### config.mk
export PLATFORM = sky130hd
export DESIGN_NAME = writeback_unit
export DESIGN_NICKNAME = d
export VERILOG_FILES = /design/src/rtl/wb_pkg.sv /design/src/rtl/wb_fifo.sv /design/src/rtl/writeback_unit.sv
export SDC_FILE = /design/constraint.sdc
export NUM_CORES = 1
export LEC_CHECK = 0
export ABC_CLOCK_PERIOD_IN_PS = 4900
export BUFFER_PORTS_ARGS = -buffer_cell sky130_fd_sc_hd__buf_4
export CORE_ASPECT_RATIO = 1.1
export CORE_MARGIN = 2
export CORE_UTILIZATION = 44
export CTS_BUF_LIST = sky130_fd_sc_hd__clkbuf_16
export CTS_CLUSTER_DIAMETER = 100
export CTS_CLUSTER_SIZE = 30
export DETAILED_ROUTE_END_ITERATION = 10
export GPL_TIMING_DRIVEN = 0
export PLACE_DENSITY = 0.78
export SLEW_MARGIN = 10
export SYNTH_ARGS = -nofsm -noshare
export SYNTH_HDL_FRONTEND = slang
export SYNTH_HIERARCHICAL = 1
export SYNTH_SLANG_ARGS = --single-unit
### constraint.sdc
create_clock -name clk -period 4.9 [get_ports clk]
set_clock_uncertainty 0.2 [all_clocks]
set_input_delay 0.735 -clock clk [delete_from_list [all_inputs] [get_ports clk]]
set_output_delay 0.735 -clock clk [all_outputs]
set_load 0.05 [all_outputs]
### src/rtl/wb_pkg.sv
// Shared definitions for the register-file writeback unit.
// Writeback source encodings and default widths.
package wb_pkg;

  localparam int DATA_W = 32;
  localparam int ADDR_W = 5;

  typedef enum logic [1:0] {
    WB_SRC_NONE = 2'd0,
    WB_SRC_ALU  = 2'd1,
    WB_SRC_MEM  = 2'd2,
    WB_SRC_X0   = 2'd3
  } wb_src_e;

endpackage

### src/rtl/wb_fifo.sv
// Synchronous FIFO buffering load results as {rd, data}.
// DEPTH must be a power of two (>= 2); pointers wrap naturally.
module wb_fifo #(
  parameter int DEPTH = 2,
  parameter int WIDTH = 37
) (
  input  logic                     clk,
  input  logic                     reset,
  input  logic                     push_i,
  input  logic [WIDTH-1:0]         wdata_i,
  input  logic                     pop_i,
  output logic [WIDTH-1:0]         rdata_o,
  output logic                     full_o,
  output logic                     empty_o,
  output logic [$clog2(DEPTH):0]   count_o
);

  localparam int PW = $clog2(DEPTH);
  localparam int CW = PW + 1;

  logic [WIDTH-1:0] mem_q [DEPTH];
  logic [PW-1:0]    wr_q, wr_d;
  logic [PW-1:0]    rd_q, rd_d;
  logic [CW-1:0]    cnt_q, cnt_d;
  logic             do_push;
  logic             do_pop;

  assign full_o  = (cnt_q == CW'(DEPTH));
  assign empty_o = (cnt_q == '0);
  assign count_o = cnt_q;
  assign rdata_o = mem_q[rd_q];

  // Full blocks a push even if a pop frees a slot this cycle.
  assign do_push = push_i && !full_o;
  assign do_pop  = pop_i && !empty_o;

  always_comb begin
    wr_d  = wr_q;
    rd_d  = rd_q;
    cnt_d = cnt_q;
    if (do_push) wr_d = wr_q + PW'(1);
    if (do_pop)  rd_d = rd_q + PW'(1);
    unique case ({do_push, do_pop})
      2'b10:   cnt_d = cnt_q + CW'(1);
      2'b01:   cnt_d = cnt_q - CW'(1);
      default: cnt_d = cnt_q;
    endcase
  end

  always_ff @(posedge clk) begin
    if (reset) begin
      wr_q  <= '0;
      rd_q  <= '0;
      cnt_q <= '0;
    end else begin
      wr_q  <= wr_d;
      rd_q  <= rd_d;
      cnt_q <= cnt_d;
    end
  end

  always_ff @(posedge clk) begin
    if (do_push) mem_q[wr_q] <= wdata_i;
  end

endmodule

### src/rtl/writeback_unit.sv
// Register-file write master: ALU/load arbitration plus pending-write mask.
// Optional WB_TRACE_EN adds source trace and write-count outputs.
module writeback_unit
  import wb_pkg::*;
#(
  parameter int DATA_WIDTH     = DATA_W,
  parameter int ADDR_WIDTH     = ADDR_W,
  parameter int MEM_FIFO_DEPTH = 2
) (
  input  logic                       clk,
  input  logic                       reset,
  input  logic                       alu_valid_in,
  output logic                       alu_ready_out,
  input  logic [ADDR_WIDTH-1:0]      alu_rd_in,
  input  logic [DATA_WIDTH-1:0]      alu_data_in,
  input  logic                       mem_valid_in,
  output logic                       mem_ready_out,
  input  logic [ADDR_WIDTH-1:0]      mem_rd_in,
  input  logic [DATA_WIDTH-1:0]      mem_data_in,
  input  logic                       issue_valid_in,
  input  logic [ADDR_WIDTH-1:0]      issue_rd_in,
  output logic                       write_enable_out,
  output logic [ADDR_WIDTH-1:0]      rd_sel_out,
  output logic [DATA_WIDTH-1:0]      write_data_out,
`ifdef WB_TRACE_EN
  output logic [1:0]                 trace_src_out,
  output logic [31:0]                trace_wb_count_out,
`endif
  output logic [2**ADDR_WIDTH-1:0]   pending_mask_out
);

  localparam int NREG = 2**ADDR_WIDTH;
  localparam int EW   = ADDR_WIDTH + DATA_WIDTH;
  localparam int CW   = $clog2(MEM_FIFO_DEPTH) + 1;

  logic [EW-1:0]         f_head;
  logic                  f_full;
  logic                  f_empty;
  logic [CW-1:0]         f_count;
  logic                  f_push;
  logic                  f_pop;

  logic                  sel_alu;
  logic                  sel_mem;
  logic [ADDR_WIDTH-1:0] sel_rd;
  logic [DATA_WIDTH-1:0] sel_data;
  wb_src_e               src_d;

  logic                  we_q, we_d;
  logic [ADDR_WIDTH-1:0] rd_q, rd_d;
  logic [DATA_WIDTH-1:0] data_q, data_d;
  logic [NREG-1:0]       mask_q, mask_d;
  logic [NREG-1:0]       set_v;
  logic [NREG-1:0]       clr_v;

  assign mem_ready_out = (f_count < CW'(MEM_FIFO_DEPTH));
  assign alu_ready_out = !f_full;
  assign f_push        = mem_valid_in && mem_ready_out;
  assign f_pop         = sel_mem;

  wb_fifo #(
    .DEPTH (MEM_FIFO_DEPTH),
    .WIDTH (EW)
  ) u_fifo (
    .clk     (clk),
    .reset   (reset),
    .push_i  (f_push),
    .wdata_i ({mem_rd_in, mem_data_in}),
    .pop_i   (f_pop),
    .rdata_o (f_head),
    .full_o  (f_full),
    .empty_o (f_empty),
    .count_o (f_count)
  );

  // A full FIFO drains first so loads cannot starve behind the ALU.
  always_comb begin
    sel_alu  = 1'b0;
    sel_mem  = 1'b0;
    sel_rd   = '0;
    sel_data = '0;
    if (f_full) begin
      sel_mem = 1'b1;
    end else if (alu_valid_in) begin
      sel_alu = 1'b1;
    end else if (!f_empty) begin
      sel_mem = 1'b1;
    end
    if (sel_mem) begin
      sel_rd   = f_head[EW-1:DATA_WIDTH];
      sel_data = f_head[DATA_WIDTH-1:0];
    end else if (sel_alu) begin
      sel_rd   = alu_rd_in;
      sel_data = alu_data_in;
    end
  end

  always_comb begin
    we_d   = 1'b0;
    rd_d   = rd_q;
    data_d = data_q;
    src_d  = WB_SRC_NONE;
    set_v  = '0;
    clr_v  = '0;
    if (sel_alu || sel_mem) begin
      we_d   = (sel_rd != '0);
      rd_d   = sel_rd;
      data_d = sel_data;
      src_d  = !we_d  ? WB_SRC_X0 :
               sel_alu ? WB_SRC_ALU : WB_SRC_MEM;
    end
    if (we_d) clr_v[sel_rd] = 1'b1;
    if (issue_valid_in && issue_rd_in != '0) set_v[issue_rd_in] = 1'b1;
    mask_d    = (mask_q & ~clr_v) | set_v;
    mask_d[0] = 1'b0;
  end

  always_ff @(posedge clk) begin
    if (reset) begin
      we_q   <= 1'b0;
      rd_q   <= '0;
      data_q <= '0;
      mask_q <= '0;
    end else begin
      we_q   <= we_d;
      rd_q   <= rd_d;
      data_q <= data_d;
      mask_q <= mask_d;
    end
  end

  assign write_enable_out = we_q;
  assign rd_sel_out       = rd_q;
  assign write_data_out   = data_q;
  assign pending_mask_out = mask_q;

`ifdef WB_TRACE_EN
  logic [1:0]  src_q;
  logic [31:0] wbcnt_q, wbcnt_d;

  assign wbcnt_d = wbcnt_q + (we_q ? 32'd1 : 32'd0);

  always_ff @(posedge clk) begin
    if (reset) begin
      src_q   <= WB_SRC_NONE;
      wbcnt_q <= '0;
    end else begin
      src_q   <= src_d;
      wbcnt_q <= wbcnt_d;
    end
  end

  assign trace_src_out      = src_q;
  assign trace_wb_count_out = wbcnt_q;
`else
  wb_src_e unused_src;
  assign unused_src = src_d;
`endif

endmodule

# Yosys cells after proc, flatten, opt, wreduce, memory -nomap -nowiden
# Memories as Yosys holds them, arrays and structs flattened. A register that Yosys moved wholly into a read port is not among the register bits.
# Cells that the tools add are included.
# op_classes
addsub	4
muxes	21
n_lt_le_gt_ge	5
n_reduce_logical	13
bitwise	3
n_eq_ne	3
# ops
op	count
2-to-1 mux 32 bit	4
AND 32 bit	1
inverter 32 bit	1
OR 32 bit	1
less-than comparator 5 x 6 -> 1 bit (second input constant)	2
2-to-1 mux 1 bit	12
demux 1 bit (select 5 bit)	2
greater-or-equal comparator 5 x 1 -> 1 bit (second input constant)	2
2-to-1 mux 5 bit	2
nonzero test 5 bit	2
logical AND 1 bit	6
equality test 2 bit (second input constant)	2
one-hot mux 2 bit (2 select lines)	1
adder 1 bit (second input constant)	2
adder 2 x 1 -> 2 bit (second input constant)	1
equality test 2 x 1 -> 1 bit (second input constant)	1
logical NOT 1 bit	2
logical NOT 2 bit	1
less-than comparator 2 bit (second input constant)	1
nonzero test 2 bit	1
subtractor 2 x 1 -> 2 bit (second input constant)	1
logical OR 1 bit	1
# totals
ff_bits	74
mem_count	1
ram_bits	74
# memory_table
memory	words	width	rd	rd_clocked_by_memory_dff	wr	line	text
u_fifo.mem_q	2	37	1	1	1	wb_fifo.sv:21	logic [WIDTH-1:0] mem_q [DEPTH];

# Longest topological paths before layout
# Gate-level depths: netlist of run 1.
# logic_depth
ltp_word	13
depth_mapped	11
ltp_nobuf	9

# Modules after synthesis
# Netlist of run 1, hierarchy kept.
# by_module_without_submodules
module	seq_area_each_um2	area_per_inst_um2	instances	cells_each
writeback_unit	1381.3	3459.6	1	472
wb_fifo	2322.2	2882.8	1	141

# Worst setup path after synthesis of run 1
# No wires, ideal clock.
# synth_timing
path_kind	input to register
startpoint	input port mem_valid_in
endpoint	memory u_fifo.mem_q[0][0], enable pin
setup_slack_ns	2.255
arrival_ns	2.054
setup_time_ns	0.392
required_time_ns	4.308
path_stages	4
n_path_buf	0
path_cell_list	nor2b_1 > inv_1 > or3_1 > inv_1
# synth_between
elab_chain_len	4
# synth_lines
element	line	text
start, declared	writeback_unit.sv:16	input logic mem_valid_in,
logical AND 1 bit	writeback_unit.sv:58	assign f_push = mem_valid_in && mem_ready_out;
logical AND 1 bit	wb_fifo.sv:34	assign do_push = push_i && !full_o;
2-to-1 mux 1 bit	wb_fifo.sv:63	if (do_push) mem_q[wr_q] <= wdata_i;
2-to-1 mux 1 bit (not written as such)	wb_fifo.sv:63	
end, declared	wb_fifo.sv:21	
# Every way passes these cells.

# Worst setup path after layout of run 1
# layout_timing
startpoint	register u_fifo.cnt_q[0], in the netlist u_fifo/count_o[0]
endpoint	output port alu_ready_out
# layout_between
elab_chain_len	2
# layout_lines
element	line	text
start, declared	wb_fifo.sv:24	logic [CW-1:0] cnt_q, cnt_d;
start signal, assigned	wb_fifo.sv:58	cnt_q <= cnt_d;
equality test 2 bit	wb_fifo.sv:28	assign full_o = (cnt_q == CW'(DEPTH));
named net f_full	writeback_unit.sv:37	logic f_full;
logical NOT 1 bit	writeback_unit.sv:57	assign alu_ready_out = !f_full;
end, declared	writeback_unit.sv:13	output logic alu_ready_out,
# The timed path passes the listed nets, and every way through them passes these cells.

==> results of run 1 <==
[logic make-up (layout without fill, tap and decap cells)]
family | after synthesis | after routing | synth area share [%]
adders and majority gates | 1 | 1 | 0.197
buffers and inverters | 46 | 234 | 3.27
muxes | 37 | 37 | 6.57
DFF | 148 | 148 | 58.4
AOI/OAI and AO/OA | 84 | 84 | 9.07
other | 1 | 1 | 0.0591
and+or+nand+nor | 293 | 293 | 22.0
xor gates and xnor gates | 3 | 3 | 0.414
[cells in the mapped netlist (2+ instances only)]
master,number,area (µm²)
a22o_1,4,35.0
nand2_1,7,26.3
buf_2,7,35.0
nor2b_1,34,213
nor2_1,163,612
dfxtp_1,74,1480
or3_1,2,12.5
nand4b_1,3,26.3
edfxtp_1,74,2220
a211oi_1,31,233
xnor2_1,2,17.5
o21ai_0,2,10.0
mux2_2,21,236
nor3_1,63,315
inv_1,4,15.0
a22oi_2,3,37.5
inv_2,2,7.51
a21oi_1,40,200
nand4bb_1,3,33.8
clkbuf_1,26,97.6
nor3_2,7,70.1
a22oi_4,2,42.5
buf_4,5,37.5
mux2_1,16,180
nand2b_1,2,12.5
[power by group through the flow]
| stage | Sequential (mW) | Clock (mW) | Combinational (mW) |
|---|---|---|---|
| 2_1_floorplan | 2.02 | 0 | 0.852 |
| 3_3_place_gp | 1.69 | 0 | 1.66 |
| 3_5_place_dp | 1.68 | 0 | 1.70 |
| 4_1_cts | 1.66 | 1.26 | 1.71 |
| 5_1_grt | 1.68 | 1.32 | 1.83 |
| 6_report | 1.66 | 1.24 | 1.70 |
[state kept, by name, summed over array words and instances, names as in the netlist, named ones only]
| signal | count |
|---|---|
| u_fifo/mem_q | 74 |
| u_fifo/wr_q | 1 |
| write_enable_out | 1 |
| u_fifo/rd_q | 1 |
| u_fifo/count_o | 2 |
| write_data_out | 32 |
| pending_mask_out | 31 |
| rd_sel_out | 5 |
[routing by layer]
layer | GRT usage [%] | vias up | wire length, µm
met3 | 6.51 | 23 | 1350
met2 | 35.6 | 214 | 7610
met1 | 25.3 | 2367 | 6510
met5 | 0 | - | 0
met4 | 7.84 | 0 | 247
li1 | - | 2499 | -
[area by class of cell]
type                    instances  area, µm²  share of cell area [%]
plain buffers                  40        185                    2.22
inverters                       6       22.5                   0.270
multi-input cells             419       2430                    29.1
clock buffers                  17        425                    5.10
clock inverters                15        143                    1.71
well taps                     192        240                    2.88
flip-flops and latches        148       3700                    44.4
repair buffers                156       1200                    14.3
[worst paths after layout]
kind	startpoint	end	slack [ns]	depth (start not counted)
max reg2reg	register	pending_mask_out[29]	2.42	7
min reg2reg	rd_sel_out[0]	rd_sel_out[0]	0.27	2
max	u_fifo/count_o[0]	alu_ready_out	1.98	6
min	rd_sel_out[0]	rd_sel_out[0]	0.27	2
[worst register-to-register path: cells and delay by family, from the launching register on]
| kind | cells | cell delay [ns] |
|---|---|---|
| buf+inv | 3 | 0.80 |
| compound gates | 2 | 0.41 |
| mux | 1 | 0.41 |
| flops | 1 | 0.30 |
| simple gates | 1 | 0.22 |
==> metrics, run 1 <==
Core Util, Final=around 58%; antenna-violating nets left=0; final worst path period share=59.7%; CTS root buffer=clkbuf_16; net count after synthesis=~700; overall routed net length=15.7 mm; Yosys Warn Count=6; startpoint types=register; Crit Path Category=register to output port; Sw Pwr=about 1.7 mW; fin. max-slew vios=0; Skew-Pair Late Insertion Delay=~0.42 ns; total track usage=roughly a fifth; Min Hold Slack=between 0.2 and 0.3 ns; Layout area overhead=31.6%; worst relative slew slack=between 50% and 60%; Post-CTS Hold Fix Bufs=0; Vias=5103; Mapped Cells=613; largest net degree at the start of global routing=33; share of cells above drive strength 1=between 20% and 30%; fin worst setup slack=about 2.0 ns; Worst Path Arrival=1.99 ns; post-route setup TNS=0 ns; slew at the pin closest to its max-slew limit=between 0.6 and 0.7 ns; Crit. End Element=output port; number of DRC markers in iteration 0=407; DP HPWL=roughly 11 mm; final setup violation count=0; die width=118 µm; vias per inst=5.14; crit path cell chain=nand2b_2, inv_2, buf_2, clkbuf_1, inv_1, buf_4; drt wl/cell=between 15 and 20 µm; clock slew at reported path FFs=roughly 0.060 ns; # clock sinks=around 150; syn avg cell area=a little over 10 µm²; Reg power frac=36.0%; Power Internal=a little under 3 mW; reported max-cap violation count=0; # rows=46; post-route design area=between 0.008 and 0.009 mm²; first-pass GRT wire length=around 25 mm; peak supply drop=roughly 0.31 mV; main flop type after synthesis=edfxtp_1; EDFF count, synth=74; final net count=873; RSZ-0062 raised after global routing=no; DP Area=between 0.007 and 0.008 mm²; # fillers=~1300; CP max stage delay=about 0.42 ns; clock network power share=a little over a quarter; fin cells=a little under 1000; Hold Path Class=register to register; n_diodes=0; GPL Wtd Cong=just over 0.8; sw frac=between 30% and 40%; buffer and inverter count on the worst path=5; max frequency=around 0.34 GHz; CTS H-tree depth=4; total power=4.61 mW; post-layout minimum cycle time=2.92 ns; post-cts resize count=0; initial core utilization=44.4%; delay-heaviest family, CP=buffers and inverters; I/O pins=156; CTS tree=done; #FFs+latches synth=~150; CTS buffer count=17; Critical Path RT=a little under 4 ns; Setup Fix Bufs, Post-CTS=0; PD cells=between 500 and 600 mW/mm²; DIE AREA=between 0.015 and 0.02 mm²; placed cells=a little under 1000; Synth cell types=roughly 40; Slowest cell on crit path=clkbuf_1; vias in the first global route=4976; Leakage=3.25 nW; Fin. Hold Viols=0; core area=around 0.014 mm²; Logic pwr share=between 30% and 40%; first-pass detailed-route iteration total=5; register area share after synthesis=roughly 60%; most frequent cells in the layout=nor2_1, buf_4, dfxtp_1, edfxtp_1, nor3_1; Post-Syn Area=between 0.006 and 0.007 mm²; commonest non-fill, non-tap cell in the layout=nor2_1; status=complete, no violations; initial antenna violation count=0; pre-CTS WS=approximately 2.4 ns; # DRC=0; GR Overflow Total=0; Post-synth ARST share=0%; port bufs=~150; height of the die=between 100 and 150 µm; crit path max fanout=10; Clock Tree Buf Depth=2
No activity file was read; power rests on OpenSTA's default activity.
==> run 2, diff against run 1 <==
- ABC_CLOCK_PERIOD_IN_PS: 4900 -> 2900
- clock period: 4.9 -> 2.9 ns (I/O delays scaled with it)
==> metrics, run 2 (synthesis results as in run 1) <==
clock slew at reported path FFs=0.06 ns (about the same); total power=7.84 mW (was 4.61 mW); drt wl/cell=15.7 µm (was 15.8 µm); worst relative slew slack=53.5% (was 53.3%); Skew-Pair Late Insertion Delay=0.42 ns (about the same); Leakage=3.41 nW (was 3.25 nW); depth of the worst hold-timing path=2 (unchanged); Setup Fix Bufs, Post-CTS=0 (unchanged); post-route design area=0.00872 mm² (was 0.00835 mm²); first-pass GRT wire length=26.0 mm (was 25.1 mm); initial antenna violation count=0 (unchanged); Critical Path RT=2.27 ns (was 3.96 ns); Vias=5267 (was 5103); Multi-input gate area=0.00243 mm² (unchanged); Reg power frac=35.8% (was 36.0%); Top reg by flops=u_fifo/mem_q (unchanged); post-layout minimum cycle time=about 2.6 ns; routing usage on met3=5.99% (was 6.51%); # rows=46 (unchanged); # DRC=0 (unchanged); final worst path period share=91.0%; hold endpoint=u_fifo/wr_q (was rd_sel_out[0]); first-pass detailed-route iteration total=5 (unchanged); crit path max fanout=10 (unchanged); max reg flops=74 (unchanged); largest net degree at the start of global routing=33 (unchanged); fin cells=1030 (was 993); startpoint types=register (unchanged); crit path from=u_fifo/count_o[0] (unchanged); die width=118 µm (unchanged); Crit. End Element=output port (unchanged); DP Area=0.00778 mm² (unchanged); GR Util met1=26.0% (was 25.3%); FF+latch area=0.00370 mm² (unchanged); DP HPWL=11.2 mm (unchanged); Hold Path Class=primary input to register (was register to register); Crit Path Category=register to output port (unchanged); fin. max-slew vios=0 (unchanged); post-route setup TNS=0 ns (unchanged); slew at the pin closest to its max-slew limit=0.695 ns (was 0.698 ns); Fin. Hold Viols=0 (unchanged); CTS tree=done (unchanged); initial core utilization=44.4% (unchanged); Layout area overhead=37.5% (was 31.6%); Core Util, Final=61.1% (was 58.5%); # clock sinks=148 (unchanged); RR Endpoint=pending_mask_out[29] (unchanged); CTS root buffer=clkbuf_16 (unchanged); clock network power share=26.9% (was 27.0%); status=complete, no violations (unchanged); M2 GR Usage=37.3% (was 35.6%); sw frac=37.4% (about the same); vias per inst=5.11 (was 5.14); core area=0.0143 mm² (unchanged); Worst Min Path Start=reset (was rd_sel_out[0]); Power Internal=4.90 mW (was 2.88 mW); Worst Path Arrival=2.00 ns (was 1.99 ns); GR Overflow Total=0 (unchanged); vias in the first global route=5214 (was 4976); n_diodes=0 (unchanged); most frequent cells in the layout=nor2_1, buf_4, dfxtp_1, edfxtp_1, nor3_1 (unchanged); final net count=910 (was 873); Clock Tree Buf Depth=2 (unchanged); port bufs=154 (unchanged); DIE AREA=0.0154 mm² (unchanged); final setup violation count=0 (unchanged); Sw Pwr=2.93 mW (was 1.72 mW); busiest grt layer=met2 (unchanged); PD cells=899 mW/mm² (was 552 mW/mm²); # fillers=1211 (was 1263); I/O pins=156 (unchanged); overall routed net length=16.2 mm (was 15.7 mm); antenna-violating nets left=0 (unchanged); peak supply drop=0.531 mV (was 0.312 mV); CTS H-tree depth=4 (unchanged); commonest non-fill, non-tap cell in the layout=nor2_1 (unchanged); reported max-cap violation count=0 (unchanged); placed cells=961 (unchanged); height of the die=130 µm (unchanged); GPL Wtd Cong=0.830 (unchanged); share of cells above drive strength 1=28.5% (was 29.8%); CTS buffer count=17 (unchanged); number of DRC markers in iteration 0=430 (was 407); Reg2Reg Setup Slack=0.42 ns (was 2.42 ns); total track usage=21.6% (was 21.0%); max frequency=between 0.3 and 0.4 GHz; RSZ-0062 raised after global routing=no (unchanged); Logic pwr share=37.3% (was 36.9%); r2r worst-path depth=7 (unchanged)
## run 2: changes by cell type in the layout (fill, tap and decap cells not counted), sizes merged
| cell | previous run | this run |
|---|---|---|
| dlygate4sd3 | 0 | 37 |
## run 2: area by class of cell
| type | instances | share of cell area (%) |
|---|---|---|
| Buffer | 40 | 2.12 |
| Timing Repair Buffer | 193 | 18.0 |
| Inverter | 6 | 0.258 |
| Tap cell | 192 | 2.76 |
| Clock inverter | 15 | 1.64 |
| Clock buffer | 17 | 4.88 |
| Sequential cell | 148 | 42.5 |
| Multi-Input combinational cell | 419 | 27.9 |
## run 2: metal layers
metal	share of wire [%]	wire, µm	vias to the layer above
li1	-	-	2572
met1	42	6790	2462
met2	49	7920	208
met3	7.3	1190	25
met4	1.6	257	0
met5	0	0	-
## run 2: power groups by stage
stage	logic (mW)	clock network (mW)	registers, mW
floorplan	1.44	0	3.41
global placement	2.80	0	2.85
detailed placement	2.88	0	2.84
CTS	2.93	2.14	2.81
global route	3.14	2.23	2.84
finish	2.92	2.11	2.81
## run 2: worst max path at each step
stage	to	slack (ns)	cells after the start
after floorplan	u_fifo/mem_q[0][0]	0.55	4
after global placement	u_fifo/mem_q[0][25]	-0.01	5
after detailed placement	pending_mask_out[29]	0.43	7
after CTS	alu_ready_out	0.25	6
after global routing	alu_ready_out	0.09	6
final	alu_ready_out	0.26	6
## run 2: what timing repair did
action	4_1_cts	5_1_grt
hold endpoints to repair	72	1
hold buffers	36	1
endpoints found under the setup margin	0	0
gates resized for setup	0	0
## run 2: worst max-delay path, cell delays in order, from the launching register on
cell and delay [ns]:
dfxtp_1 0.35, nand2b_2 0.22, inv_2 0.07, buf_2 0.23
clkbuf_1 0.43, inv_1 0.08, buf_4 0.20
## run 2: per-stage QoR
step	hold WS, ns	worst slack [ns]
floorplan	0.252	0.555
global placement	0.266	-0.0118
detailed placement	0.266	0.431
CTS	0.0000973	0.253
global route	0.0133	0.0939
finish	0.0188	0.262
==> run 3, diff against run 2 <==
- CORE_ASPECT_RATIO: 1.1 -> 0.8
==> metrics, run 3 (synthesis results as in run 1) <==
status=complete, no violations (unchanged); Setup Fix Bufs, Post-CTS=0 (unchanged); CTS buffer count=17 (unchanged); I/O pins=156 (unchanged); Top reg by flops=u_fifo/mem_q (unchanged); RSZ-0062 raised after global routing=no (unchanged); fin. max-slew vios=0 (unchanged); Hold Path Class=primary input to register (unchanged); post-layout minimum cycle time=2.67 ns (was 2.64 ns); number of DRC markers in iteration 0=466 (was 430); Vias=5275 (was 5267); crit path from=u_fifo/count_o[0] (unchanged); core area=0.0142 mm² (was 0.0143 mm²); total power=7.93 mW (was 7.84 mW); largest net degree at the start of global routing=22 (was 33); vias per inst=5.22 (was 5.11); Crit. End Element=output port (unchanged); crit path cell chain=nand2b_2, inv_2, buf_2, clkbuf_1, inv_1, buf_4 (unchanged); CP max stage delay=0.45 ns (was 0.43 ns); # clock sinks=148 (unchanged); final setup violation count=0 (unchanged); reg2reg start=u_fifo/count_o[0]; startpoint types=register (unchanged); post-route design area=0.00863 mm² (was 0.00872 mm²); # DRC=0 (unchanged); post-cts resize count=0 (unchanged); depth of the worst hold-timing path=1 (was 2); PD cells=919 mW/mm² (was 899 mW/mm²); final worst path period share=92.2% (was 91.0%); Leakage=3.39 nW (was 3.41 nW); max reg flops=74 (unchanged); overall routed net length=16.4 mm (was 16.2 mm); # rows=39 (was 46); fin cells=1011 (was 1030); Critical Path RT=2.27 ns (about the same); Clock Tree Buf Depth=2 (unchanged); RR Endpoint=u_fifo/count_o[1] (was pending_mask_out[29]); post-route setup TNS=0 ns (unchanged); CTS root buffer=clkbuf_16 (unchanged); DIE AREA=0.0154 mm² (about the same); height of the die=111 µm (was 130 µm); placed cells=953 (was 961); Worst Path Arrival=2.04 ns (was 2.00 ns); Fin. Hold Viols=0 (unchanged); clock slew at reported path FFs=0.07 ns (was 0.06 ns); Post-CTS Hold Fix Bufs=24 (was 36); slew at the pin closest to its max-slew limit=0.645 ns (was 0.695 ns); Skew-Pair Late Insertion Delay=0.42 ns (about the same); share of cells above drive strength 1=29.5% (was 28.5%); first-pass detailed-route iteration total=5 (unchanged); most frequent cells in the layout=nor2_1, buf_4, dfxtp_1, edfxtp_1, nor3_1 (unchanged); peak supply drop=0.626 mV (was 0.531 mV); worst relative slew slack=56.9% (was 53.5%); r2r worst-path depth=10 (was 7); drt wl/cell=16.3 µm (was 15.7 µm); GR Overflow Total=0 (unchanged); Crit Path Category=register to output port (unchanged); DP HPWL=11.2 mm (about the same); port bufs=154 (unchanged); total track usage=21.2% (was 21.6%); max frequency=0.374 GHz (was 0.379 GHz); n_diodes=0 (unchanged); Reg2Reg Setup Slack=0.41 ns (was 0.42 ns); commonest non-fill, non-tap cell in the layout=nor2_1 (unchanged); Slowest cell on crit path=clkbuf_1 (unchanged); Worst Min Path Start=mem_data_in[5] (was reset); vias in the first global route=5047 (was 5214); hold endpoint=u_fifo/mem_q[0][5] (was u_fifo/wr_q); reported max-cap violation count=0 (unchanged); initial core utilization=44.7% (was 44.4%); crit path max fanout=10 (unchanged); DP Area=0.00778 mm² (about the same); final net count=899 (was 910); initial antenna violation count=0 (unchanged); CTS H-tree depth=4 (unchanged); CTS tree=done (unchanged); antenna-violating nets left=0 (unchanged); die width=138 µm (was 118 µm); GPL Wtd Cong=0.831 (was 0.830); Layout area overhead=36.0% (was 37.5%); first-pass GRT wire length=25.9 mm (was 26.0 mm)
-- run 3: cell types whose count changed in the layout (fill, tap and decap cells not counted), sizes merged --
cell / change
clkinv: -1
inv: +6
dlygate4sd3: -11
bufinv: -1
clkinvlp: -4
-- run 3: power breakdown --
group | total, mW | internal, mW | switching [mW] | leakage [nW]
Clock | 2.19 | 1.22 | 0.965 | 0.287
Sequential | 2.79 | 2.63 | 0.158 | 1.30
Combinational | 2.96 | 1.02 | 1.94 | 1.80
-- run 3: per-stage QoR --
stage	setup WS (ns)	hold slack (ns)	utilization, %
finish	0.227	0.0109	60.8
global route	0.107	0.000409	60.8
CTS	0.210	0.0000269	60.6
detailed placement	0.411	0.247	54.8
global placement	0.00422	0.243	54.4
floorplan	0.555	0.252	-
-- run 3: worst max-delay path by stage --
stage / end / depth (start not counted)
floorplan: u_fifo/mem_q[0][0] / 4
global placement: u_fifo/mem_q[0][0] / 5
detailed placement: u_fifo/count_o[1] / 10
CTS: alu_ready_out / 6
global route: alu_ready_out / 6
finish: alu_ready_out / 6
-- run 3: layer usage --
metal  global-route usage [%]  vias to the layer above  wire length, µm
met3                     3.70                       23              862
li1                         -                     2560                -
met2                     33.8                      170             7750
met4                     7.01                        0              344
met5                        0                        -                0
met1                     29.7                     2522             7490
-- run 3: layout make-up --
cell class                      count  area, µm²
Clock inverter                     15        158
Buffer                             40        185
Multi-Input combinational cell    419       2430
Clock buffer                       17        425
Sequential cell                   148       3700
Fill cell                        1176       5570
Inverter                            6       22.5
Tap cell                          184        230
Timing Repair Buffer              182       1470
-- run 3: worst max-delay path: cells and delay by family, from the launching register on --
kind,cells,cell delay (ns)
DFF,1,0.36
buffers and inverters,5,1.03
and+or+nand+nor,1,0.22
